### src/rtl/ex_pkg.sv
// Shared opcodes, forwarding selects and FSM encoding for the execute stage.
// EX_STAGE_MC_DIV_EN turns on the DIVU/REMU opcodes.
package ex_pkg;

  localparam logic [3:0] OP_ADD  = 4'd0;
  localparam logic [3:0] OP_SUB  = 4'd1;
  localparam logic [3:0] OP_AND  = 4'd2;
  localparam logic [3:0] OP_OR   = 4'd3;
  localparam logic [3:0] OP_XOR  = 4'd4;
  localparam logic [3:0] OP_SLL  = 4'd5;
  localparam logic [3:0] OP_SRL  = 4'd6;
  localparam logic [3:0] OP_ROL  = 4'd7;
  localparam logic [3:0] OP_SLT  = 4'd8;
  localparam logic [3:0] OP_SEQ  = 4'd9;
  localparam logic [3:0] OP_MUL  = 4'd10;
  localparam logic [3:0] OP_DIVU = 4'd11;
  localparam logic [3:0] OP_REMU = 4'd12;

  localparam logic [1:0] FWD_REG = 2'b00;
  localparam logic [1:0] FWD_WB  = 2'b01;
  localparam logic [1:0] FWD_MEM = 2'b10;

  // Divides share the StMul state.
  typedef enum logic [1:0] {
    StIdle = 2'd0,
    StMul  = 2'd1,
    StDone = 2'd2
  } ex_state_e;

`ifdef EX_STAGE_MC_DIV_EN
  localparam bit DivEn = 1'b1;
`else
  localparam bit DivEn = 1'b0;
`endif

  function automatic logic is_multicycle(input logic [3:0] op);
    return (op == OP_MUL) || (DivEn && ((op == OP_DIVU) || (op == OP_REMU)));
  endfunction

endpackage

### src/rtl/ex_muldiv_seq.sv
// Iterative shift-add multiplier; restoring divider added under EX_STAGE_MC_DIV_EN.
// One bit per cycle, Width iterations, done pulses during the final iteration.
module ex_muldiv_seq #(
  parameter int unsigned Width = 16
) (
  input  logic             clk_i,
  input  logic             rst_ni,
  input  logic             start_i,
  input  logic             abort_i,
  input  logic [Width-1:0] a_i,
  input  logic [Width-1:0] b_i,
  input  logic             is_div_i,
  input  logic             rem_sel_i,
  output logic             busy_o,
  output logic             done_o,
  output logic [Width-1:0] res_o
);

  localparam int unsigned CntW = $clog2(Width);

  logic [Width-1:0] acc_q, acc_d;
  logic [Width-1:0] opa_q, opa_d;
  logic [Width-1:0] opb_q, opb_d;
  logic [CntW-1:0]  cnt_q, cnt_d;
  logic             busy_q, busy_d;
  logic             last;
  logic [Width-1:0] mul_acc;

  assign last    = (cnt_q == CntW'(Width - 1));
  assign mul_acc = opb_q[0] ? (acc_q + opa_q) : acc_q;

`ifdef EX_STAGE_MC_DIV_EN
  logic             div_q, div_d;
  logic             rem_q, rem_d;
  logic [Width:0]   rem_shift;
  logic [Width:0]   diff;
  logic [Width-1:0] div_acc;
  logic [Width-1:0] div_quo;

  // opa holds the dividend shifting out / quotient shifting in; acc is the partial remainder.
  always_comb begin
    rem_shift = {acc_q, opa_q[Width-1]};
    diff      = rem_shift - {1'b0, opb_q};
    if (!diff[Width]) begin
      div_acc = diff[Width-1:0];
      div_quo = {opa_q[Width-2:0], 1'b1};
    end else begin
      div_acc = rem_shift[Width-1:0];
      div_quo = {opa_q[Width-2:0], 1'b0};
    end
  end

  always_comb begin
    div_d = div_q;
    rem_d = rem_q;
    if (start_i && !abort_i) begin
      div_d = is_div_i;
      rem_d = rem_sel_i;
    end
  end

  always_ff @(posedge clk_i or negedge rst_ni) begin
    if (!rst_ni) begin
      div_q <= 1'b0;
      rem_q <= 1'b0;
    end else begin
      div_q <= div_d;
      rem_q <= rem_d;
    end
  end

  assign res_o = (div_q && !rem_q) ? opa_q : acc_q;
`else
  logic unused_div_sel;
  assign unused_div_sel = is_div_i ^ rem_sel_i;
  assign res_o          = acc_q;
`endif

  always_comb begin
    acc_d  = acc_q;
    opa_d  = opa_q;
    opb_d  = opb_q;
    cnt_d  = cnt_q;
    busy_d = busy_q;
    if (abort_i) begin
      busy_d = 1'b0;
      cnt_d  = '0;
    end else if (start_i) begin
      acc_d  = '0;
      opa_d  = a_i;
      opb_d  = b_i;
      cnt_d  = '0;
      busy_d = 1'b1;
    end else if (busy_q) begin
      cnt_d = cnt_q + CntW'(1);
      if (last) begin
        busy_d = 1'b0;
      end
`ifdef EX_STAGE_MC_DIV_EN
      if (div_q) begin
        acc_d = div_acc;
        opa_d = div_quo;
      end else
`endif
      begin
        acc_d = mul_acc;
        opa_d = opa_q << 1;
        opb_d = opb_q >> 1;
      end
    end
  end

  always_ff @(posedge clk_i or negedge rst_ni) begin
    if (!rst_ni) begin
      acc_q  <= '0;
      opa_q  <= '0;
      opb_q  <= '0;
      cnt_q  <= '0;
      busy_q <= 1'b0;
    end else begin
      acc_q  <= acc_d;
      opa_q  <= opa_d;
      opb_q  <= opb_d;
      cnt_q  <= cnt_d;
      busy_q <= busy_d;
    end
  end

  assign busy_o = busy_q;
  assign done_o = busy_q && last;

endmodule

### src/rtl/ex_stage_mc.sv
// Execute stage: forwarding mux, single-cycle ALU, multi-cycle mul/div FSM, EX/MEM register.
// Define EX_STAGE_MC_DIV_EN to enable DIVU/REMU.
module ex_stage_mc
  import ex_pkg::*;
#(
  parameter int unsigned WIDTH   = 16,
  parameter int unsigned RADDR_W = 3
) (
  input  logic               clk_i,
  input  logic               rst_ni,
  input  logic               flush_i,
  input  logic               in_valid_i,
  output logic               in_ready_o,
  input  logic [3:0]         op_i,
  input  logic [1:0]         fwd_a_i,
  input  logic [1:0]         fwd_b_i,
  input  logic [WIDTH-1:0]   rs_data_i,
  input  logic [WIDTH-1:0]   rt_data_i,
  input  logic [WIDTH-1:0]   imm_i,
  input  logic               use_imm_i,
  input  logic [RADDR_W-1:0] dest_i,
  input  logic [WIDTH-1:0]   mem_fwd_data_i,
  input  logic [WIDTH-1:0]   wb_fwd_data_i,
  output logic               out_valid_o,
  input  logic               out_ready_i,
  output logic [WIDTH-1:0]   result_o,
  output logic [WIDTH-1:0]   store_data_o,
  output logic [RADDR_W-1:0] dest_o,
  output logic               err_o
);

  localparam int unsigned ShW = $clog2(WIDTH);

  ex_state_e state_q, state_d;

  logic [WIDTH-1:0]   opa, opb_fwd, opb;
  logic [WIDTH-1:0]   alu_res;
  logic               alu_err;
  logic [ShW-1:0]     sh;
  logic [31:0]        sh_inv;
  logic               accept, multi;
  logic               md_busy, md_done;
  logic [WIDTH-1:0]   md_res;

  logic               out_valid_q, out_valid_d;
  logic               err_q, err_d;
  logic [WIDTH-1:0]   result_q, result_d;
  logic [WIDTH-1:0]   store_q, store_d;
  logic [RADDR_W-1:0] dest_q, dest_d;
  logic [WIDTH-1:0]   pend_store_q, pend_store_d;
  logic [RADDR_W-1:0] pend_dest_q, pend_dest_d;

  always_comb begin
    unique case (fwd_a_i)
      FWD_MEM: opa = mem_fwd_data_i;
      FWD_WB:  opa = wb_fwd_data_i;
      default: opa = rs_data_i;
    endcase
    unique case (fwd_b_i)
      FWD_MEM: opb_fwd = mem_fwd_data_i;
      FWD_WB:  opb_fwd = wb_fwd_data_i;
      default: opb_fwd = rt_data_i;
    endcase
    opb = use_imm_i ? imm_i : opb_fwd;
  end

  assign in_ready_o = (state_q == StIdle) && !md_busy && (!out_valid_q || out_ready_i) &&
                      !flush_i;
  assign accept     = in_valid_i && in_ready_o;
  assign multi      = is_multicycle(op_i);

  always_comb begin
    alu_res = '0;
    alu_err = 1'b0;
    sh      = opb[ShW-1:0];
    sh_inv  = 32'(WIDTH) - 32'(sh);
    case (op_i)
      OP_ADD:  alu_res = opa + opb;
      OP_SUB:  alu_res = opa - opb;
      OP_AND:  alu_res = opa & opb;
      OP_OR:   alu_res = opa | opb;
      OP_XOR:  alu_res = opa ^ opb;
      OP_SLL:  alu_res = opa << sh;
      OP_SRL:  alu_res = opa >> sh;
      OP_ROL:  alu_res = (opa << sh) | (opa >> sh_inv);
      OP_SLT:  alu_res = {{(WIDTH-1){1'b0}}, ($signed(opa) < $signed(opb))};
      OP_SEQ:  alu_res = {{(WIDTH-1){1'b0}}, (opa == opb)};
      // MUL/DIV never reach here when enabled; disabled or undefined ops flag an error.
      default: alu_err = 1'b1;
    endcase
  end

  ex_muldiv_seq #(
    .Width(WIDTH)
  ) u_muldiv (
    .clk_i    (clk_i),
    .rst_ni   (rst_ni),
    .start_i  (accept && multi),
    .abort_i  (flush_i),
    .a_i      (opa),
    .b_i      (opb),
    .is_div_i ((op_i == OP_DIVU) || (op_i == OP_REMU)),
    .rem_sel_i(op_i == OP_REMU),
    .busy_o   (md_busy),
    .done_o   (md_done),
    .res_o    (md_res)
  );

  always_comb begin
    state_d = state_q;
    if (flush_i) begin
      state_d = StIdle;
    end else begin
      case (state_q)
        StIdle:  if (accept && multi) state_d = StMul;
        StMul:   if (md_done) state_d = StDone;
        StDone:  state_d = StIdle;
        default: state_d = StIdle;
      endcase
    end
  end

  always_comb begin
    out_valid_d  = out_valid_q;
    err_d        = err_q;
    result_d     = result_q;
    store_d      = store_q;
    dest_d       = dest_q;
    pend_store_d = pend_store_q;
    pend_dest_d  = pend_dest_q;
    if (flush_i) begin
      out_valid_d = 1'b0;
      err_d       = 1'b0;
    end else if (accept) begin
      if (multi) begin
        // Any held result was consumed this edge; the new one arrives from StDone.
        out_valid_d  = 1'b0;
        err_d        = 1'b0;
        pend_store_d = opb_fwd;
        pend_dest_d  = dest_i;
      end else begin
        out_valid_d = 1'b1;
        err_d       = alu_err;
        result_d    = alu_res;
        store_d     = opb_fwd;
        dest_d      = dest_i;
      end
    end else if (state_q == StDone) begin
      out_valid_d = 1'b1;
      err_d       = 1'b0;
      result_d    = md_res;
      store_d     = pend_store_q;
      dest_d      = pend_dest_q;
    end else if (out_valid_q && out_ready_i) begin
      out_valid_d = 1'b0;
      err_d       = 1'b0;
    end
  end

  always_ff @(posedge clk_i or negedge rst_ni) begin
    if (!rst_ni) begin
      state_q      <= StIdle;
      out_valid_q  <= 1'b0;
      err_q        <= 1'b0;
      result_q     <= '0;
      store_q      <= '0;
      dest_q       <= '0;
      pend_store_q <= '0;
      pend_dest_q  <= '0;
    end else begin
      state_q      <= state_d;
      out_valid_q  <= out_valid_d;
      err_q        <= err_d;
      result_q     <= result_d;
      store_q      <= store_d;
      dest_q       <= dest_d;
      pend_store_q <= pend_store_d;
      pend_dest_q  <= pend_dest_d;
    end
  end

  assign out_valid_o  = out_valid_q;
  assign err_o        = err_q;
  assign result_o     = result_q;
  assign store_data_o = store_q;
  assign dest_o       = dest_q;

endmodule
### config.mk
export PLATFORM = sky130hd
export DESIGN_NAME = ex_stage_mc
export DESIGN_NICKNAME = d
export VERILOG_FILES = /design/src/rtl/ex_pkg.sv /design/src/rtl/ex_muldiv_seq.sv /design/src/rtl/ex_stage_mc.sv
export SDC_FILE = /design/constraint.sdc
export NUM_CORES = 1
export LEC_CHECK = 0
export CORE_UTILIZATION = 62
export DETAILED_ROUTE_END_ITERATION = 10
export PLACE_DENSITY = 0.88
export RECOVER_POWER = 50
export SLEW_MARGIN = 10
export SYNTH_ARGS = -nofsm -noshare
export SYNTH_HDL_FRONTEND = slang
export SYNTH_HIERARCHICAL = 1
export SYNTH_SLANG_ARGS = --single-unit
export TNS_END_PERCENT = 5
### constraint.sdc
create_clock -name clk_i -period 6.2 [get_ports clk_i]
set_input_delay 1.24 -clock clk_i [delete_from_list [all_inputs] [get_ports clk_i]]
set_output_delay 1.24 -clock clk_i [all_outputs]
set_load 0.03 [all_outputs]
==> results of run 1 <==
==> cell type report <==
class	instances	area [um^2]	area share
Multi-Input combinational cell	1100	7274	0.5817
Clock inverter	6	61.31	0.004903
Clock buffer	10	229.0	0.01831
Tap cell	220	275.3	0.02201
Timing Repair Buffer	175	1660	0.1328
Inverter	59	226.5	0.01811
Sequential cell	111	2778	0.2221
==> stage by stage <==
| step | cells | power, uW | cell area [um^2] | setup WS (ns) |
|---|---|---|---|---|
| floorplan | 1365 | 1612 | 10690 | 1.488 |
| global placement | 1664 | 2041 | 12190 | 0.8181 |
| detailed placement | 1664 | 2055 | 12190 | 0.6669 |
| CTS | 1680 | 2637 | 12480 | 1.051 |
| global route | 1681 | 2772 | 12500 | 0.5972 |
| finish | 1681 | 2666 | 12500 | 0.8924 |
==> layer usage <==
metal,track usage,up-vias,part of all wire
li1,-,5131,-
met1,0.5831,5418,0.39
met2,0.7106,782,0.44
met3,0.1111,138,0.11
met4,0.2664,2,0.060
met5,0.03056,-,0.0017
==> critical path: stages <==
cell	delay [ns]
clkdlybuf4s50_1	0.48
ha_1	0.52
a22oi_1	0.18
o21ai_1	0.62
inv_1	0.25
fa_1	0.45
or2_2	0.30
a221oi_1	0.38
o41a_1	0.23
a21oi_1	0.12
o31ai_1	0.26
or2_2	0.16
a32oi_1	0.06
o31a_1	0.32
==> report_power, final <==
| group | switching (uW) | internal, uW |
|---|---|---|
| sequential | 43.6 | 789 |
| combinational | 792 | 458 |
| clock | 300 | 284 |
| total | 1140 | 1530 |
==> worst min-delay path by stage <==
stage,from,endpoint,slack (ns),cells after the start
2_1_floorplan,pend_dest_q[0]$_DFFE_PN0P_,pend_dest_q[0]$_DFFE_PN0P_,0.45,2
3_3_place_gp,pend_dest_q[2]$_DFFE_PN0P_,pend_dest_q[2]$_DFFE_PN0P_,0.46,2
3_5_place_dp,store_data_o[10]$_DFFE_PN0P_,store_data_o[10]$_DFFE_PN0P_,0.47,2
4_1_cts,store_data_o[10]$_DFFE_PN0P_,store_data_o[10]$_DFFE_PN0P_,0.49,2
5_1_grt,pend_store_q[5]$_DFFE_PN0P_,pend_store_q[5]$_DFFE_PN0P_,0.51,2
6_report,store_data_o[6]$_DFFE_PN0P_,store_data_o[6]$_DFFE_PN0P_,0.48,2
==> sequential cells by signal (all words and copies together), names as in the netlist <==
register,count
pend_store_q,16
result_o,16
store_data_o,16
u_muldiv/opa_q,16
u_muldiv/opb_q,16
u_muldiv/res_o,16
u_muldiv/cnt_q,4
dest_o,3
pend_dest_q,3
state_q,2
err_o,1
out_valid_o,1
u_muldiv/busy_o,1
==> metrics.txt, run 1 <==
outcome=finished with violations; failing checks=max-capacitance violations, max-slew violations; TritonCTS clock tree=done; Final ANT Viol Nets=0; max-cap viol count=2; Post-DP HPWL=30560 um; row count=47; pwr/cell area=approximately 210 nW/um^2; clk_skew=0.01189 ns; Setup crit start=fwd_a_i[0]; Die Y=133.3 um; proportion of layout cells with a drive suffix above 1=0.06982; wire per inst=approximately 24 um; Port Buffers=134; largest net degree at the start of global routing=64; Max VDD drop=0.2008 mV; Worst Setup End Kind=flip-flop; most frequent cells in the layout=206 x nand2_1, 125 x o21ai_0, 114 x clkdlybuf4s50_1; Required @ worst endpoint=6.46 ns; setup_tns=0 ns; Yosys warnings=6; first-pass GRT wire length=62180 um; Clock Path Buffers=2; gp weighted congestion=1.139; nets=1626; Hold Slack=0.4821 ns; final slew viol count=56; syn_area_per_cell=7.833 um^2; maximum clock frequency=188.4 MHz; critical path capture point=result_o[10]$_DFFE_PN0P_; Setup Buffers After CTS=0; critical path arrival=5.57 ns; DR vias=11470; Core Util, Final=0.7487; clk sinks=111; via/cell ratio=6.824; CP Max Fanout=16; initial DRC count=1370; CTS HTree Levels=3; R2R depth=7; Num CTS Buffers=9; CTS Root Cell=clkbuf_16; Crit Path Category=in2reg; Tot GR Track Use=0.4593; global route overflow=0; drt pass-1 iters=6; Fin. Hold Viols=0; core area=roughly 17000 um^2; final WL=40480 um; hold buffers post-CTS=0; Post-Synthesis Cell Area=between 10000 and 15000 um^2; die width=133.3 um; fin crit period=roughly 5.3 ns; DRC Markers=0; initial antenna violation count=0; post-cts resize count=0; vias in the first global route=roughly 11000; actual slew at the worst max-slew pin=roughly 2.9 ns; most common cell after layout, fill and taps aside=nand2_1; Clk Latency, worst-skew pair=0.37 ns; P_leak=0.005354 uW; Synth-to-Final Area Change=16.96%; fin crit share=0.8561; Inserted Diodes=0; FF-to-FF setup slack=approximately 3.0 ns; Slew headroom=-0.9579; R2R Path End=result_o[15]$_DFFE_PN0P_; Initial Utilization=0.6402; reg-to-reg startpoint=u_muldiv/busy_o$_DFF_PN0_; Filler Cells Inserted=1265; final setup violating endpoints=0; Setup crit start kind=primary input; RSZ-0062 raised after global routing=false; die footprint=between 15000 and 20000 um^2; Ports=135; Synth Instances=1365; Clock Pin Slew Worst Setup and Hold Paths=0.08 ns; Mapped Nets=1535; min-delay worst type=reg2reg
(Power assumes the default switching activity.)
==> run 2, diff against run 1 <==
--- a/config.mk
+++ b/config.mk
@@ -5,6 +5,7 @@
 export SDC_FILE = /design/constraint.sdc
 export NUM_CORES = 1
 export LEC_CHECK = 0
+export CAP_MARGIN = 10
 export CORE_UTILIZATION = 62
 export DETAILED_ROUTE_END_ITERATION = 10
 export PLACE_DENSITY = 0.88
==> results of run 2 <==
Same layout as run 1: the final DEF is identical, and so are final timing and power.
==> run 3, diff against run 2 <==
--- a/config.mk
+++ b/config.mk
@@ -10,6 +10,7 @@
 export DETAILED_ROUTE_END_ITERATION = 10
 export PLACE_DENSITY = 0.88
 export RECOVER_POWER = 50
+export SETUP_SLACK_MARGIN = 0.3
 export SLEW_MARGIN = 10
 export SYNTH_ARGS = -nofsm -noshare
 export SYNTH_HDL_FRONTEND = slang
==> constraint.sdc (replaced) <==
create_clock -name clk_i -period 6.7 [get_ports clk_i]
set_input_delay 2.01 -clock clk_i [delete_from_list [all_inputs] [get_ports clk_i]]
set_output_delay 2.01 -clock clk_i [all_outputs]
set_load 0.03 [all_outputs]
==> metrics.txt, run 3 (synthesis gave the netlist of run 1 again) <==
proportion of layout cells with a drive suffix above 1=0.07483 (+0.005015); pwr/cell area=197.3 nW/um^2 (-7.5%); Die Y=133.3 um (unchanged); Required @ worst endpoint=4.69 ns (-1.77 ns); Hold Slack=0.4805 ns (-0.001557 ns); Post-Place Setup Slack=0.3892 ns (-0.2776 ns); Worst Setup End Kind=output pin; wire per inst=24.10 um (about the same); FF-to-FF setup slack=3.38 ns (+0.43 ns); post-cts resize count=0 (unchanged); most used routing layer=met2; R2R Path End=result_o[6]$_DFFE_PN0P_; fin crit share=0.8946; die footprint=17770 um^2 (unchanged); die width=133.3 um (unchanged); routing usage on met2=0.6829 (-0.02778); CTS HTree Levels=3 (unchanged); max-cap viol count=2 (unchanged); Tot GR Track Use=0.4579 (-0.001406); reg-to-reg startpoint=u_muldiv/busy_o$_DFF_PN0_; actual slew at the worst max-slew pin=3.885 ns (+0.9480 ns); maximum clock frequency=166.8 MHz; Fin. Hold Viols=0 (unchanged); final slew viol count=115 (+110%); most frequent cells in the layout=206 x nand2_1, 125 x o21ai_0, 116 x clkdlybuf4s50_1; worst hold endpoint=store_data_o[13]$_DFFE_PN0P_; gp weighted congestion=1.120 (-1.7%); failing checks=max-capacitance violations, max-slew violations; CTS Root Cell=clkbuf_16; critical path arrival=3.98 ns (-1.59 ns); min-delay worst type=reg2reg; drt pass-1 iters=8 (+2); Post-DP HPWL=30600 um (+0.16%); Initial Utilization=0.6402 (unchanged); Num CTS Buffers=9 (unchanged); DRC Markers=0 (unchanged); initial antenna violation count=0 (unchanged); Setup Buffers After CTS=0 (unchanged); row count=47 (unchanged); Final ANT Viol Nets=0 (unchanged); Slew headroom=-1.590 (-0.6320); Clk Latency, worst-skew pair=0.37 ns (about the same); fin crit period=5.994 ns; clk_skew=0.007483 ns (-0.004411 ns); P_leak=0.005397 uW (+0.80%); global route overflow=0 (unchanged); initial DRC count=1732 (+26%); final setup violating endpoints=0 (unchanged); Setup crit start kind=primary input; final setup margin=0.7061 ns (-0.1863 ns); nets=1635 (+0.55%); Clock Path Buffers=2 (unchanged); Port Buffers=134 (unchanged); Crit Path Category=in2out; Inserted Diodes=0 (unchanged); most common cell after layout, fill and taps aside=nand2_1; GR Util met1=0.5935 (+0.01038); TritonCTS clock tree=done; Clock Pin Slew Worst Setup and Hold Paths=0.08 ns (about the same); first-pass GRT wire length=61960 um (-0.34%); RSZ-0062 raised after global routing=false; setup_tns=0 ns (unchanged); outcome=finished with violations; Synth-to-Final Area Change=17.67%; largest net degree at the start of global routing=71 (+11%); vias in the first global route=10920 (+0.49%); hold_sp=store_data_o[13]$_DFFE_PN0P_; via/cell ratio=6.945 (+1.8%); Ports=135 (unchanged); hold buffers post-CTS=0 (unchanged); WHS Path Cells=2 (unchanged); CP Max Fanout=13 (-3); R2R depth=7 (unchanged); DR vias=11740 (+2.3%); met3 global-route usage=0.1149 (+0.003805); clk sinks=111 (unchanged); Max VDD drop=0.1615 mV (-20%); core area=16700 um^2 (unchanged); final WL=40730 um (+0.62%)
run 3: stage by stage:
stage	utilization	power (uW)	cell area, um^2	cells
final	0.7533	2482	12580	1690
after floorplan	-	1492	10690	1365
after CTS	0.7525	2450	12570	1689
after detailed placement	0.7346	1898	12270	1673
after global placement	0.7346	1885	12270	1673
after global routing	0.7533	2580	12580	1690
run 3: worst max-delay path, cell delays in order:
cell and delay (ns):
clkdlybuf4s50_1 0.47, clkbuf_1 0.47, nor2_1 0.18, and3_1 0.24
clkdlybuf4s50_1 0.61
run 3: routing by layer:
| layer | vias up | share of wire |
|---|---|---|
| li1 | 5153 | - |
| met1 | 5461 | 0.37 |
| met2 | 922 | 0.43 |
| met3 | 201 | 0.13 |
| met4 | 0 | 0.073 |
| met5 | - | 0 |
run 3: layout make-up:
| class | count | area (um^2) |
|---|---|---|
| clock buffers | 9 | 225.2 |
| clock inverters | 7 | 72.57 |
| fillers | 1291 | 4120 |
| inverters | 59 | 226.5 |
| multi-input cells | 1100 | 7283 |
| flip-flops and latches | 111 | 2778 |
| well taps | 220 | 275.3 |
| repair buffers | 184 | 1720 |
run 3: how the worst max path moves through the flow:
stage | start | end | cells after the start
6_report | flush_i | in_ready_o | 5
5_1_grt | rst_ni | u_muldiv/opa_q[1]$_DFFE_PN0P_ | 2
4_1_cts | fwd_a_i[0] | result_o[10]$_DFFE_PN0P_ | 16
3_5_place_dp | fwd_a_i[0] | result_o[10]$_DFFE_PN0P_ | 16
3_3_place_gp | fwd_a_i[0] | result_o[10]$_DFFE_PN0P_ | 16
2_1_floorplan | fwd_b_i[0] | result_o[12]$_DFFE_PN0P_ | 17
run 3: where the power goes:
| group | leakage (uW) | internal (uW) | switching [uW] |
|---|---|---|---|
| combinational | 0.00374 | 428 | 727 |
| clock | 0.000149 | 266 | 291 |
| sequential | 0.00151 | 730 | 40.4 |
